**src/rtl/vend_pkg.sv**
```systemverilog
// Shared types and constants for the refund change dispenser.
// Denominations, tube indices, FSM states and eject encodings.
package vend_pkg;

  localparam int DENOM10 = 10;
  localparam int DENOM5  = 5;
  localparam int DENOM1  = 1;

  typedef enum logic [1:0] {
    TUBE10    = 2'd0,
    TUBE5     = 2'd1,
    TUBE1     = 2'd2,
    TUBE_NONE = 2'd3
  } tube_e;

  typedef enum logic [2:0] {
    ST_IDLE,
    ST_SELECT,
    ST_EJECT,
    ST_DONE,
    ST_FAULT
  } state_e;

  localparam logic [2:0] EJ_NONE = 3'b000;
  localparam logic [2:0] EJ10    = 3'b001;
  localparam logic [2:0] EJ5     = 3'b010;
  localparam logic [2:0] EJ1     = 3'b100;

  function automatic int denom_of(
    input logic [2:0] oh
  );
    int d;
    d = 0;
    unique case (1'b1)
      oh[0]:   d = DENOM10;
      oh[1]:   d = DENOM5;
      oh[2]:   d = DENOM1;
      default: d = 0;
    endcase
    return d;
  endfunction

endpackage

```
**src/rtl/vend_change_dispenser_if.sv**
```systemverilog
// Refund request and coin actuator handshakes.
// master = machine side, slave = dispenser.
interface vend_change_dispenser_if #(
  parameter int AMT_W = 6
);
  logic             req_valid;
  logic [AMT_W-1:0] req_amount;
  logic             req_ready;
  logic [2:0]       eject_req;
  logic             eject_ack;

  modport master (
    output req_valid,
    output req_amount,
    output eject_ack,
    input  req_ready,
    input  eject_req
  );

  modport slave (
    input  req_valid,
    input  req_amount,
    input  eject_ack,
    output req_ready,
    output eject_req
  );
endinterface

```
**src/rtl/vend_coin_tube.sv**
```systemverilog
// One coin tube inventory: saturating refill add,
// decrement by one per dispensed coin.
module vend_coin_tube #(
  parameter int CNT_W = 8
) (
  input  logic             clk,
  input  logic             reset_n,
  input  logic             load_en,
  input  logic [CNT_W-1:0] load_count,
  input  logic             dec_en,
  output logic [CNT_W-1:0] count
);

  logic [CNT_W:0] sum;

  assign sum = {1'b0, count} + {1'b0, load_count};

  always_ff @(posedge clk or negedge reset_n) begin
    if (!reset_n) begin
      count <= '0;
    end else if (load_en) begin
      count <= sum[CNT_W] ? '1 : sum[CNT_W-1:0];
    end else if (dec_en && count != '0) begin
      count <= count - 1'b1;
    end
  end

endmodule

```
**src/rtl/vend_change_dispenser.sv**
```systemverilog
// Greedy refund payout from 10/5/1 tubes, one coin
// per actuator handshake, with timeout fault.
module vend_change_dispenser
  import vend_pkg::*;
#(
  parameter int AMT_W       = 6,
  parameter int CNT_W       = 8,
  parameter int ACK_TIMEOUT = 15
) (
  input  logic                   clk,
  input  logic                   reset_n,
  vend_change_dispenser_if.slave bus,
  input  logic                   load_valid,
  input  logic [1:0]             load_tube,
  input  logic [CNT_W-1:0]       load_count,
  output logic                   busy,
  output logic                   done,
  output logic [AMT_W-1:0]       short_amount,
  output logic                   fault,
  output logic [CNT_W-1:0]       cnt10,
  output logic [CNT_W-1:0]       cnt5,
  output logic [CNT_W-1:0]       cnt1
);

  localparam int TMR_W = $clog2(ACK_TIMEOUT + 1);
  localparam logic [TMR_W-1:0] TMR_LAST =
    TMR_W'(ACK_TIMEOUT - 1);
  localparam logic [AMT_W-1:0] D10 = AMT_W'(DENOM10);
  localparam logic [AMT_W-1:0] D5  = AMT_W'(DENOM5);
  localparam logic [AMT_W-1:0] D1  = AMT_W'(DENOM1);

  state_e           state_q, state_d;
  logic [AMT_W-1:0] rem_q, rem_d;
  logic [AMT_W-1:0] short_q, short_d;
  logic [TMR_W-1:0] tmr_q, tmr_d;
  logic [2:0]       sel_q, sel_d;

  logic             idle;
  logic             accept;
  logic             ack_hit;
  logic             pick10, pick5, pick1;
  logic [AMT_W-1:0] den_amt;
  logic             ld10, ld5, ld1;

  assign idle    = (state_q == ST_IDLE);
  assign accept  = idle && !load_valid && bus.req_valid;
  assign ack_hit = (state_q == ST_EJECT) && bus.eject_ack;
  assign den_amt = AMT_W'(denom_of(sel_q));

  // Mutually exclusive so the selector below stays unique.
  assign pick10 = rem_q >= D10 && cnt10 != '0;
  assign pick5  = !pick10 && rem_q >= D5 && cnt5 != '0;
  assign pick1  = !pick10 && !pick5 &&
                  rem_q >= D1 && cnt1 != '0;

  assign ld10 = idle && load_valid && load_tube == TUBE10;
  assign ld5  = idle && load_valid && load_tube == TUBE5;
  assign ld1  = idle && load_valid && load_tube == TUBE1;

  always_ff @(posedge clk or negedge reset_n) begin
    if (!reset_n) begin
      state_q <= ST_IDLE;
      rem_q   <= '0;
      short_q <= '0;
      tmr_q   <= '0;
      sel_q   <= EJ_NONE;
    end else begin
      state_q <= state_d;
      rem_q   <= rem_d;
      short_q <= short_d;
      tmr_q   <= tmr_d;
      sel_q   <= sel_d;
    end
  end

  always_comb begin
    state_d = state_q;
    rem_d   = rem_q;
    short_d = short_q;
    tmr_d   = tmr_q;
    sel_d   = sel_q;
    unique case (state_q)
      ST_IDLE: begin
        if (accept) begin
          rem_d   = bus.req_amount;
          short_d = '0;
          state_d = ST_SELECT;
        end
      end
      ST_SELECT: begin
        tmr_d = '0;
        unique case (1'b1)
          pick10: begin
            sel_d   = EJ10;
            state_d = ST_EJECT;
          end
          pick5: begin
            sel_d   = EJ5;
            state_d = ST_EJECT;
          end
          pick1: begin
            sel_d   = EJ1;
            state_d = ST_EJECT;
          end
          default: begin
            sel_d   = EJ_NONE;
            short_d = rem_q;
            state_d = ST_DONE;
          end
        endcase
      end
      ST_EJECT: begin
        if (bus.eject_ack) begin
          rem_d   = rem_q - den_amt;
          tmr_d   = '0;
          sel_d   = EJ_NONE;
          state_d = ST_SELECT;
        end else if (tmr_q == TMR_LAST) begin
          short_d = rem_q;
          sel_d   = EJ_NONE;
          state_d = ST_FAULT;
        end else begin
          tmr_d = tmr_q + 1'b1;
        end
      end
      ST_DONE: state_d = ST_IDLE;
      ST_FAULT: state_d = ST_FAULT;
      default: state_d = ST_IDLE;
    endcase
  end

  assign bus.req_ready = idle && !load_valid;
  assign bus.eject_req =
    (state_q == ST_EJECT) ? sel_q : EJ_NONE;
  assign busy  = !idle && state_q != ST_FAULT;
  assign done  = (state_q == ST_DONE);
  assign fault = (state_q == ST_FAULT);
  assign short_amount = short_q;

  vend_coin_tube #(.CNT_W(CNT_W)) u_tube10 (
    .clk        (clk),
    .reset_n    (reset_n),
    .load_en    (ld10),
    .load_count (load_count),
    .dec_en     (ack_hit && sel_q[0]),
    .count      (cnt10)
  );

  vend_coin_tube #(.CNT_W(CNT_W)) u_tube5 (
    .clk        (clk),
    .reset_n    (reset_n),
    .load_en    (ld5),
    .load_count (load_count),
    .dec_en     (ack_hit && sel_q[1]),
    .count      (cnt5)
  );

  vend_coin_tube #(.CNT_W(CNT_W)) u_tube1 (
    .clk        (clk),
    .reset_n    (reset_n),
    .load_en    (ld1),
    .load_count (load_count),
    .dec_en     (ack_hit && sel_q[2]),
    .count      (cnt1)
  );

endmodule

```
**src/flat_wrapper.sv**
```systemverilog
// flat-port wrapper written by rule: the top's interface ports become plain ports
module vend_change_dispenser_flat import vend_pkg::*;
#(
  parameter int AMT_W       = 6,
  parameter int CNT_W       = 8,
  parameter int ACK_TIMEOUT = 15
)
  (clk, reset_n, load_valid, load_tube, load_count, busy, done, short_amount, fault, cnt10, cnt5, cnt1, bus_req_valid, bus_req_amount, bus_eject_ack, bus_req_ready, bus_eject_req);
  vend_change_dispenser_if #(.AMT_W(AMT_W)) bus_i ();
  input  logic clk;
  input  logic reset_n;
  input  logic load_valid;
  input  logic [1:0] load_tube;
  input  logic [CNT_W-1:0] load_count;
  output logic busy;
  output logic done;
  output logic [AMT_W-1:0] short_amount;
  output logic fault;
  output logic [CNT_W-1:0] cnt10;
  output logic [CNT_W-1:0] cnt5;
  output logic [CNT_W-1:0] cnt1;
  input wire logic [$bits(bus_i.req_valid)-1:0] bus_req_valid;
  input wire logic [$bits(bus_i.req_amount)-1:0] bus_req_amount;
  input wire logic [$bits(bus_i.eject_ack)-1:0] bus_eject_ack;
  output wire logic [$bits(bus_i.req_ready)-1:0] bus_req_ready;
  output wire logic [$bits(bus_i.eject_req)-1:0] bus_eject_req;
  assign bus_i.req_valid = bus_req_valid;
  assign bus_i.req_amount = bus_req_amount;
  assign bus_i.eject_ack = bus_eject_ack;
  assign bus_req_ready = bus_i.req_ready;
  assign bus_eject_req = bus_i.eject_req;
  vend_change_dispenser #(.AMT_W(AMT_W), .CNT_W(CNT_W), .ACK_TIMEOUT(ACK_TIMEOUT)) u_core (.clk(clk), .reset_n(reset_n), .bus(bus_i), .load_valid(load_valid), .load_tube(load_tube), .load_count(load_count), .busy(busy), .done(done), .short_amount(short_amount), .fault(fault), .cnt10(cnt10), .cnt5(cnt5), .cnt1(cnt1));
endmodule
```
**config.mk**
```make
export PLATFORM = sky130hd
export DESIGN_NAME = vend_change_dispenser_flat
export DESIGN_NICKNAME = d
export VERILOG_FILES = /design/src/rtl/vend_pkg.sv /design/src/rtl/vend_change_dispenser_if.sv /design/src/rtl/vend_coin_tube.sv /design/src/rtl/vend_change_dispenser.sv /design/src/flat_wrapper.sv
export SDC_FILE = /design/constraint.sdc
export NUM_CORES = 1
export LEC_CHECK = 0
export CAP_MARGIN = 20
export CELL_PAD_IN_SITES_DETAIL_PLACEMENT = 1
export CELL_PAD_IN_SITES_GLOBAL_PLACEMENT = 2
export CORE_AREA = 4 4 124 96
export CTS_CLUSTER_DIAMETER = 50
export CTS_CLUSTER_SIZE = 30
export DETAILED_ROUTE_END_ITERATION = 7
export DIE_AREA = 0 0 128 100
export PLACE_DENSITY = 0.82
export SYNTH_ARGS = -nofsm -noshare
export SYNTH_HDL_FRONTEND = slang
export SYNTH_SLANG_ARGS = --single-unit
```
**constraint.sdc**
```tcl
create_clock -name clk -period 5.65 [get_ports clk]
set_input_delay 0.565 -clock clk [delete_from_list [all_inputs] [get_ports clk]]
set_output_delay 0.565 -clock clk [all_outputs]
set_load 0.05 [all_outputs]
```
==> flow_summary.rst, run 1 <==
.. list-table::
   :header-rows: 1

   * - Metric
     - Value
   * - Status
     - completed
   * - Total negative slack
     - 0 ps
   * - MaxCap Viol Count
     - 0
   * - IO buf count
     - 57
   * - Synth Area per Inst
     - 8.83 sq um
   * - Diodes inserted
     - 0
   * - Fraction of the yosys area taken by sequential cells
     - 30.3%
   * - F_max
     - 313 MHz
   * - Relative slew margins
     - 37.2%
   * - Number of distinct library cells after synthesis
     - 61
   * - Chip Height
     - 100 um
   * - Iteration count of the initial detailed-routing pass
     - 4
   * - Cell area after placement
     - 4520 sq um
   * - CTS sink cnt
     - 46
   * - Number of gates given a new drive strength after cts
     - 0
   * - Number of max-slew violations in the final report
     - 0
   * - Total wirelength of the detailed-routed design
     - 11,800 um
   * - Layout cell share with drive strength beyond 1
     - 5.32%
   * - Startpoint Class
     - flop
   * - Synthesis-to-finish area growth
     - 24.2%
   * - Number of ports placed on the die boundary
     - 58
   * - Final routed DRC violation total
     - 0
   * - Worst-case clock buffer depth
     - 2
   * - Antenna violations before repair
     - 0
   * - R2R Path Start
     - u_core.u_tube5.count[1]
   * - Sum of overflow across all layers after global routing
     - 0
   * - Weighted congestion reported at the end of routability-driven placement
     - 0.799
   * - Layout Cells excl Fill
     - 629
   * - Post-cts hold buffer count
     - 0
   * - Setup repair after global routing missed its margin
     - false
   * - Layout Nets
     - 547
   * - Via-to-Cell Ratio
     - 5.65
   * - Post-Syn Nets
     - 489
   * - Maximum clock skew at final layout
     - 3.92 ps
   * - CTS tree
     - yes
   * - Synthesized netlist cell count
     - 430
   * - CP required
     - 5090 ps
   * - First-pass GRT wire length
     - 19,100 um
   * - Drt first-iter violations
     - 171
   * - Clock root buffer master
     - clkbuf_16
   * - Count of vias placed by the detailed router
     - 3,554
   * - Final period demand of the worst path
     - 3200 ps
   * - Arrival time at the worst endpoint
     - 2630 ps
   * - Synth Register Bits
     - 46
   * - Average wire length per cell after detail routing
     - 18.8 um
   * - Path type of the worst min-delay path
     - in2async
   * - Ratio of total power to cell area
     - 554 nW/um^2
   * - Transition time at the pin with the least slew margin
     - 936 ps
   * - Leakage power of the design
     - 1.88 nW
   * - CTS clk-pin slew, worst paths
     - 70 ps
   * - Hold_ws
     - 357 ps
   * - Area taken by multi-input logic gates
     - 2530 sq um
   * - Effective utilization at floorplan
     - 35.4%
   * - Critical path endpoint category
     - output pin
   * - Layout Cell Area excl Fill
     - 4720 sq um
   * - Final-layout fill cell count
     - 1,263
   * - Fraction of registers with async set/reset
     - 100%
   * - Synthesis Warnings
     - 0
   * - Top flip-flop cell by instance count after synthesis
     - dfrtp_1
   * - Critical path class
     - reg2out
   * - Count of endpoints failing hold in the final timing report
     - 0
   * - Post-detailed-placement half-perimeter wirelength
     - 9400 um
   * - Register area
     - 1150 sq um
   * - Core ar.
     - 10,700 sq um
   * - Final Core Density
     - 43.9%
   * - Number of flops mapped to enable cells by yosys
     - 0
   * - Pin count of the biggest net entering global routing
     - 47
   * - Beginning of the critical path
     - u_core.state_q[1]
   * - Top fanout value on the critical path
     - 25
   * - GRT Overall Usage
     - 18.7%
   * - Maximum VDD drop
     - 0.178 mV
   * - Total of endpoints with negative setup slack in the final report
     - 0
   * - Mapped cell area
     - 3800 sq um
   * - Antenna Violating Nets Remaining
     - 0
   * - Later-pin clock latency in the skew report
     - 290 ps
   * - Number of global-route vias before repair
     - 3,528
   * - Fraction of the cycle the final worst path needs
     - 56.6%
   * - Placed Cells incl. Taps
     - 621
   * - # rows
     - 33
   * - Number of CTS-inserted buffers
     - 5
   * - Clock H-tree levels
     - 2
   * - Die ar.
     - 12,800 sq um
   * - Post-CTS setup-driven buffer insertion count
     - 0
   * - Die width
     - 128 um
==> flip-flops by register name (all words and copies together), names as in the netlist <==
| name | count |
|---|---|
| u_core.u_tube1.count | 8 |
| u_core.state_q | 3 |
| u_core.sel_q | 3 |
| u_core.tmr_q | 4 |
| u_core.u_tube10.count | 8 |
| u_core.short_amount | 6 |
| u_core.u_tube5.count | 8 |
| u_core.rem_q | 6 |
==> worst max-delay path: stages (launching register included) <==
cell and delay, ps:
dfrtp_1 830, nand2_1 480, nor2_1 200, clkdlybuf4s50_1 820
==> per-stage QoR <==
step	setup slack (ps)	power (mW)
3_5_place_dp	2450	2.22
5_1_grt	2280	2.80
2_1_floorplan	2770	1.72
4_1_cts	2440	2.63
6_report	2450	2.61
3_3_place_gp	2530	2.18
==> cell usage after synthesis (all sizes together) (3+ instances only) <==
| master | number | area share (%) |
|---|---|---|
| nor2 | 40 | 4.0 |
| a221o | 4 | 1.1 |
| a31oi | 4 | 1.1 |
| clkbuf | 6 | 0.59 |
| a211oi | 6 | 1.2 |
| and3 | 3 | 0.49 |
| nand2 | 26 | 2.6 |
| a21o | 6 | 1.2 |
| fa | 4 | 2.1 |
| nor4 | 4 | 0.66 |
| or2 | 4 | 0.66 |
| or3 | 3 | 0.63 |
| nand3b | 3 | 0.59 |
| a2bb2oi | 4 | 0.92 |
| a32oi | 8 | 1.8 |
| o31a | 3 | 0.69 |
| a21oi | 29 | 4.1 |
| inv | 24 | 2.4 |
| nor3b | 3 | 0.59 |
| nor2b | 8 | 1.3 |
| a22o | 5 | 1.2 |
| mux2 | 3 | 0.89 |
| mux2i | 4 | 1.1 |
| dfrtp | 46 | 30 |
| a21boi | 5 | 0.99 |
| xor2 | 14 | 3.2 |
| o21ai | 26 | 3.4 |
| a211o | 5 | 1.2 |
| a221oi | 4 | 0.92 |
| nand3 | 7 | 0.92 |
| nand2b | 9 | 1.5 |
| a22oi | 9 | 1.8 |
| ha | 34 | 11 |
| and2 | 3 | 0.49 |
| nor3 | 26 | 3.4 |
| o21a | 5 | 0.99 |
| xnor2 | 9 | 2.1 |
==> routing by layer <==
| metal | part of all wire, % | wire length (um) | GRT usage, % | vias to the layer above |
|---|---|---|---|---|
| met5 | 0 | 0 | 0 | - |
| met4 | 0.91 | 107 | 3.83 | 0 |
| met3 | 3.4 | 403 | 2.50 | 10 |
| met2 | 43 | 5130 | 28.0 | 57 |
| met1 | 52 | 6180 | 28.9 | 1746 |
| li1 | - | - | - | 1741 |
==> path summary, 6_finish.rpt <==
check	depth (start not counted)	slack, ps	end
setup / recovery	3	2450	bus_eject_req[1]
hold / removal	2	360	u_core.u_tube10.count[1]
setup reg to reg	8	2880	u_core.u_tube5.count[6]
hold reg to reg	1	520	u_core.short_amount[4]
max in group asynchronous	2	4850	u_core.u_tube1.count[3]
min in group clk	1	520	u_core.short_amount[4]
==> area by class of cell <==
| class | instances | area share [%] |
|---|---|---|
| multi-input combinational | 353 | 53.6 |
| sequential | 46 | 24.4 |
| timing repair buffer | 58 | 12.2 |
| tap | 140 | 3.71 |
| clock buffer | 6 | 2.95 |
| inverter | 24 | 1.91 |
| clock inverter | 2 | 1.27 |
==> power by group <==
| part | internal [mW] | switching, mW |
|---|---|---|
| combinational | 0.596 | 0.927 |
| sequential | 0.450 | 0.236 |
| clock | 0.266 | 0.135 |
| total | 1.31 | 1.30 |
==> cells by family after synthesis <==
| group | count (synthesis) | synth area share (%) |
|---|---|---|
| buffers and inverters | 31 | 3.10 |
| and+or+nand+nor | 149 | 20.5 |
| muxes | 7 | 1.94 |
| xor gates and xnor gates | 23 | 5.31 |
| adders and majority gates | 38 | 13.3 |
| AOI/OAI and AO/OA | 136 | 25.5 |
| DFF | 46 | 30.3 |
==> layout by cell type, fill, tap and decap left out, drive strengths merged, types with 3 or more instances in the layout <==
| master | n |
|---|---|
| and3 | 3 |
| nand3b | 3 |
| o21ai | 26 |
| fa | 4 |
| dfrtp | 46 |
| a22o | 5 |
| xnor2 | 9 |
| nand2 | 26 |
| a31oi | 4 |
| inv | 24 |
| xor2 | 14 |
| nand2b | 9 |
| a21oi | 29 |
| nor2 | 40 |
| a21o | 6 |
| nor3b | 3 |
| nand3 | 7 |
| nor4 | 4 |
| or2 | 4 |
| and2 | 3 |
| a221oi | 4 |
| nor3 | 26 |
| a211oi | 6 |
| a21boi | 5 |
| o31a | 3 |
| a2bb2oi | 4 |
| or3 | 3 |
| a221o | 4 |
| ha | 34 |
| a32oi | 8 |
| clkdlybuf4s50 | 56 |
| mux2i | 4 |
| a22oi | 9 |
| nor2b | 8 |
| mux2 | 3 |
| clkbuf | 6 |
| o21a | 5 |
| a211o | 5 |
Note: power is estimated with default switching activity, not from simulation.
==> inputs of run 2 (changes only) <==
CORE_AREA = 4 4 135 105   (was 4 4 124 96)
DIE_AREA = 0 0 139 109   (was 0 0 128 100)
PLACE_DENSITY = 0.73   (was 0.82)
clock period = 2.55 ns   (was 5.65 ns; I/O delays follow)
==> run 2 against run 1 <==
Net effect:
- die area is 18% higher
- hold slack better by 99 ps
- combinational power up 150%
- largest power group unchanged
- non-clock buffer count grew 44
==> flow_summary.rst, run 2 (synthesis gave the netlist of run 1 again) <==
.. list-table::
   :header-rows: 1

   * - Metric
     - Value
   * - Status
     - completed (unchanged)
   * - Antenna violations before repair
     - 0 (unchanged)
   * - Final period demand of the worst path
     - 2360 ps
   * - Layout Nets
     - 591 (was 547)
   * - Antenna Violating Nets Remaining
     - 0 (unchanged)
   * - Maximum clock skew at final layout
     - 5.47 ps (was 3.92 ps)
   * - Clock H-tree levels
     - 2 (unchanged)
   * - Number of CTS-inserted buffers
     - 5 (unchanged)
   * - CTS tree
     - yes (unchanged)
   * - Relative slew margins
     - 62.6% (was 37.2%)
   * - F_max
     - 423 MHz
   * - Layout cell share with drive strength beyond 1
     - 13.9% (was 5.32%)
   * - Core ar.
     - 12,800 sq um (was 10,700 sq um)
   * - Post-detailed-placement half-perimeter wirelength
     - 10,300 um (was 9400 um)
   * - Count of endpoints failing hold in the final timing report
     - 0 (unchanged)
   * - Hold_ws
     - 456 ps (was 357 ps)
   * - Pin count of the biggest net entering global routing
     - 28 (was 47)
   * - Number of global-route vias before repair
     - 3,961 (was 3,528)
   * - Transition time at the pin with the least slew margin
     - 561 ps (was 936 ps)
   * - Average wire length per cell after detail routing
     - 18.0 um (was 18.8 um)
   * - Arrival time at the worst endpoint
     - 2540 ps (was 2630 ps)
   * - Commonest cells after routing, fill and taps aside
     - clkdlybuf4s50_1 (51), buf_4 (47), dfrtp_1 (46), nor2_1 (40), ha_1 (34) (was clkdlybuf4s50_1 (56), dfrtp_1 (46), nor2_1 (40), ha_1 (34), a21oi_1 (28))
   * - Critical path class
     - reg2reg (was reg2out)
   * - Top fanout value on the critical path
     - 6 (was 25)
   * - First-pass GRT wire length
     - 21,100 um (was 19,100 um)
   * - Final-layout fill cell count
     - 1,483 (was 1,263)
   * - Iteration count of the initial detailed-routing pass
     - 4 (unchanged)
   * - R2R Path Start
     - u_core.u_tube5.count[1] (unchanged)
   * - Die ar.
     - 15,200 sq um (was 12,800 sq um)
   * - Number of ports placed on the die boundary
     - 58 (unchanged)
   * - Diodes inserted
     - 0 (unchanged)
   * - Chip Height
     - 109 um (was 100 um)
   * - Tot Pwr
     - 5.85 mW (was 2.61 mW)
   * - Die width
     - 139 um (was 128 um)
   * - Beginning of the critical path
     - u_core.u_tube5.count[1] (was u_core.state_q[1])
   * - CTS sink cnt
     - 46 (unchanged)
   * - Path type of the worst min-delay path
     - in2async (unchanged)
   * - Setup repair after global routing missed its margin
     - false (unchanged)
   * - Weighted congestion reported at the end of routability-driven placement
     - 0.828 (was 0.799)
   * - Fraction of the cycle the final worst path needs
     - 92.7%
   * - Final routed DRC violation total
     - 0 (unchanged)
   * - Largest registers
     - u_core.u_tube1.count: 8 flops, u_core.u_tube10.count: 8 flops, u_core.u_tube5.count: 8 flops (unchanged)
   * - Effective utilization at floorplan
     - 29.7% (was 35.4%)
   * - Register-to-register path setup slack
     - 190 ps (was 2880 ps)
   * - Total negative slack
     - 0 ps (unchanged)
   * - Worst-case clock buffer depth
     - 2 (unchanged)
   * - GRT Overall Usage
     - 17.4% (was 18.7%)
   * - Leakage power of the design
     - 2.10 nW (was 1.88 nW)
   * - Synthesis-to-finish area growth
     - 33.0% (was 24.2%)
   * - CTS clk-pin slew, worst paths
     - 70 ps (about the same)
   * - Clock root buffer master
     - clkbuf_16 (unchanged)
   * - CP required
     - 2720 ps (was 5090 ps)
   * - Drt first-iter violations
     - 131 (was 171)
   * - Number of max-slew violations in the final report
     - 0 (unchanged)
   * - Post-CTS setup-driven buffer insertion count
     - 0 (unchanged)
   * - IO buf count
     - 57 (unchanged)
   * - Critical path endpoint category
     - flop (was output pin)
   * - Total wirelength of the detailed-routed design
     - 12,700 um (was 11,800 um)
   * - Maximum VDD drop
     - 0.514 mV (was 0.178 mV)
   * - Leading cell type in the layout, fill and taps excluded
     - clkdlybuf4s50_1 (unchanged)
   * - Final Core Density
     - 39.5% (was 43.9%)
   * - Sum of overflow across all layers after global routing
     - 0 (unchanged)
   * - Later-pin clock latency in the skew report
     - 290 ps (about the same)
   * - Via-to-Cell Ratio
     - 5.27 (was 5.65)
   * - Reg-to-reg critical path endpoint
     - u_core.short_amount[2] (was u_core.u_tube5.count[6])
   * - # rows
     - 36 (was 33)
   * - Ratio of total power to cell area
     - 1160 nW/um^2 (was 554 nW/um^2)
   * - MaxCap Viol Count
     - 0 (unchanged)
   * - FF-to-FF path depth
     - 9 (was 8)
   * - Count of vias placed by the detailed router
     - 3,710 (was 3,554)
   * - Startpoint Class
     - flop (unchanged)
   * - Total of endpoints with negative setup slack in the final report
     - 0 (unchanged)
==> run 2: timing repair <==
action / in CTS / in global routing
hold endpoints to repair: 19 / 0
resized for setup: 0 / 2
setup endpoints to repair: 0 / 3
hold buffers: 1 / 0
==> run 2: critical path, stage by stage, from the launching register on <==
cell and delay, ps:
dfrtp_1 480, inv_1 120, ha_1 210, nor3b_1 140, buf_4 160, a32oi_1 320, nor3_1 110, nor2b_2 220
buf_4 160, a221o_1 340
==> run 2: per-layer routing <==
metal  wire [um]  vias to the layer above  global-route usage (%)
met4         153                        0                    4.05
met1        6570                     1820                    25.1
met5           0                        -                       0
li1            -                     1824                       -
met2        5560                       56                    27.5
met3         413                       10                    2.72
==> run 2: final cells by class <==
class / count / area (sq um) / share of cell area [%]
clock buffers: 7 / 143 / 2.83
clock inverters: 1 / 5.00 / 0.0991
inverters: 24 / 90.1 / 1.78
multi-input cells: 353 / 2530 / 50.2
flip-flops and latches: 46 / 1150 / 22.8
well taps: 171 / 214 / 4.24
repair buffers: 102 / 911 / 18.0
==> run 2: power by group <==
part	switching [mW]	internal (mW)	total, mW	leakage, nW
clock network	0.291	0.390	0.681	0.0739
logic	2.27	1.53	3.79	1.52
registers	0.375	1.00	1.38	0.512
==> run 2: worst max-delay path by stage <==
stage                                   end  slack, ps  cells after the start
floorplan           u_core.u_tube5.count[5]        120                      9
global placement    u_core.u_tube5.count[6]         40                     10
detailed placement  u_core.u_tube5.count[4]        -40                     10
CTS                        bus_eject_req[2]         90                      3
global route         u_core.short_amount[3]         30                      9
finish               u_core.short_amount[2]        190                      9
==> run 2: per-stage QoR <==
stage	instance area [sq um]	instances	setup slack, ps
after CTS	5040	704	85.7
after detailed placement	4890	695	-43.1
after global routing	5050	704	31.0
after global placement	4890	695	39.2
final	5050	704	185
after floorplan	3800	430	117
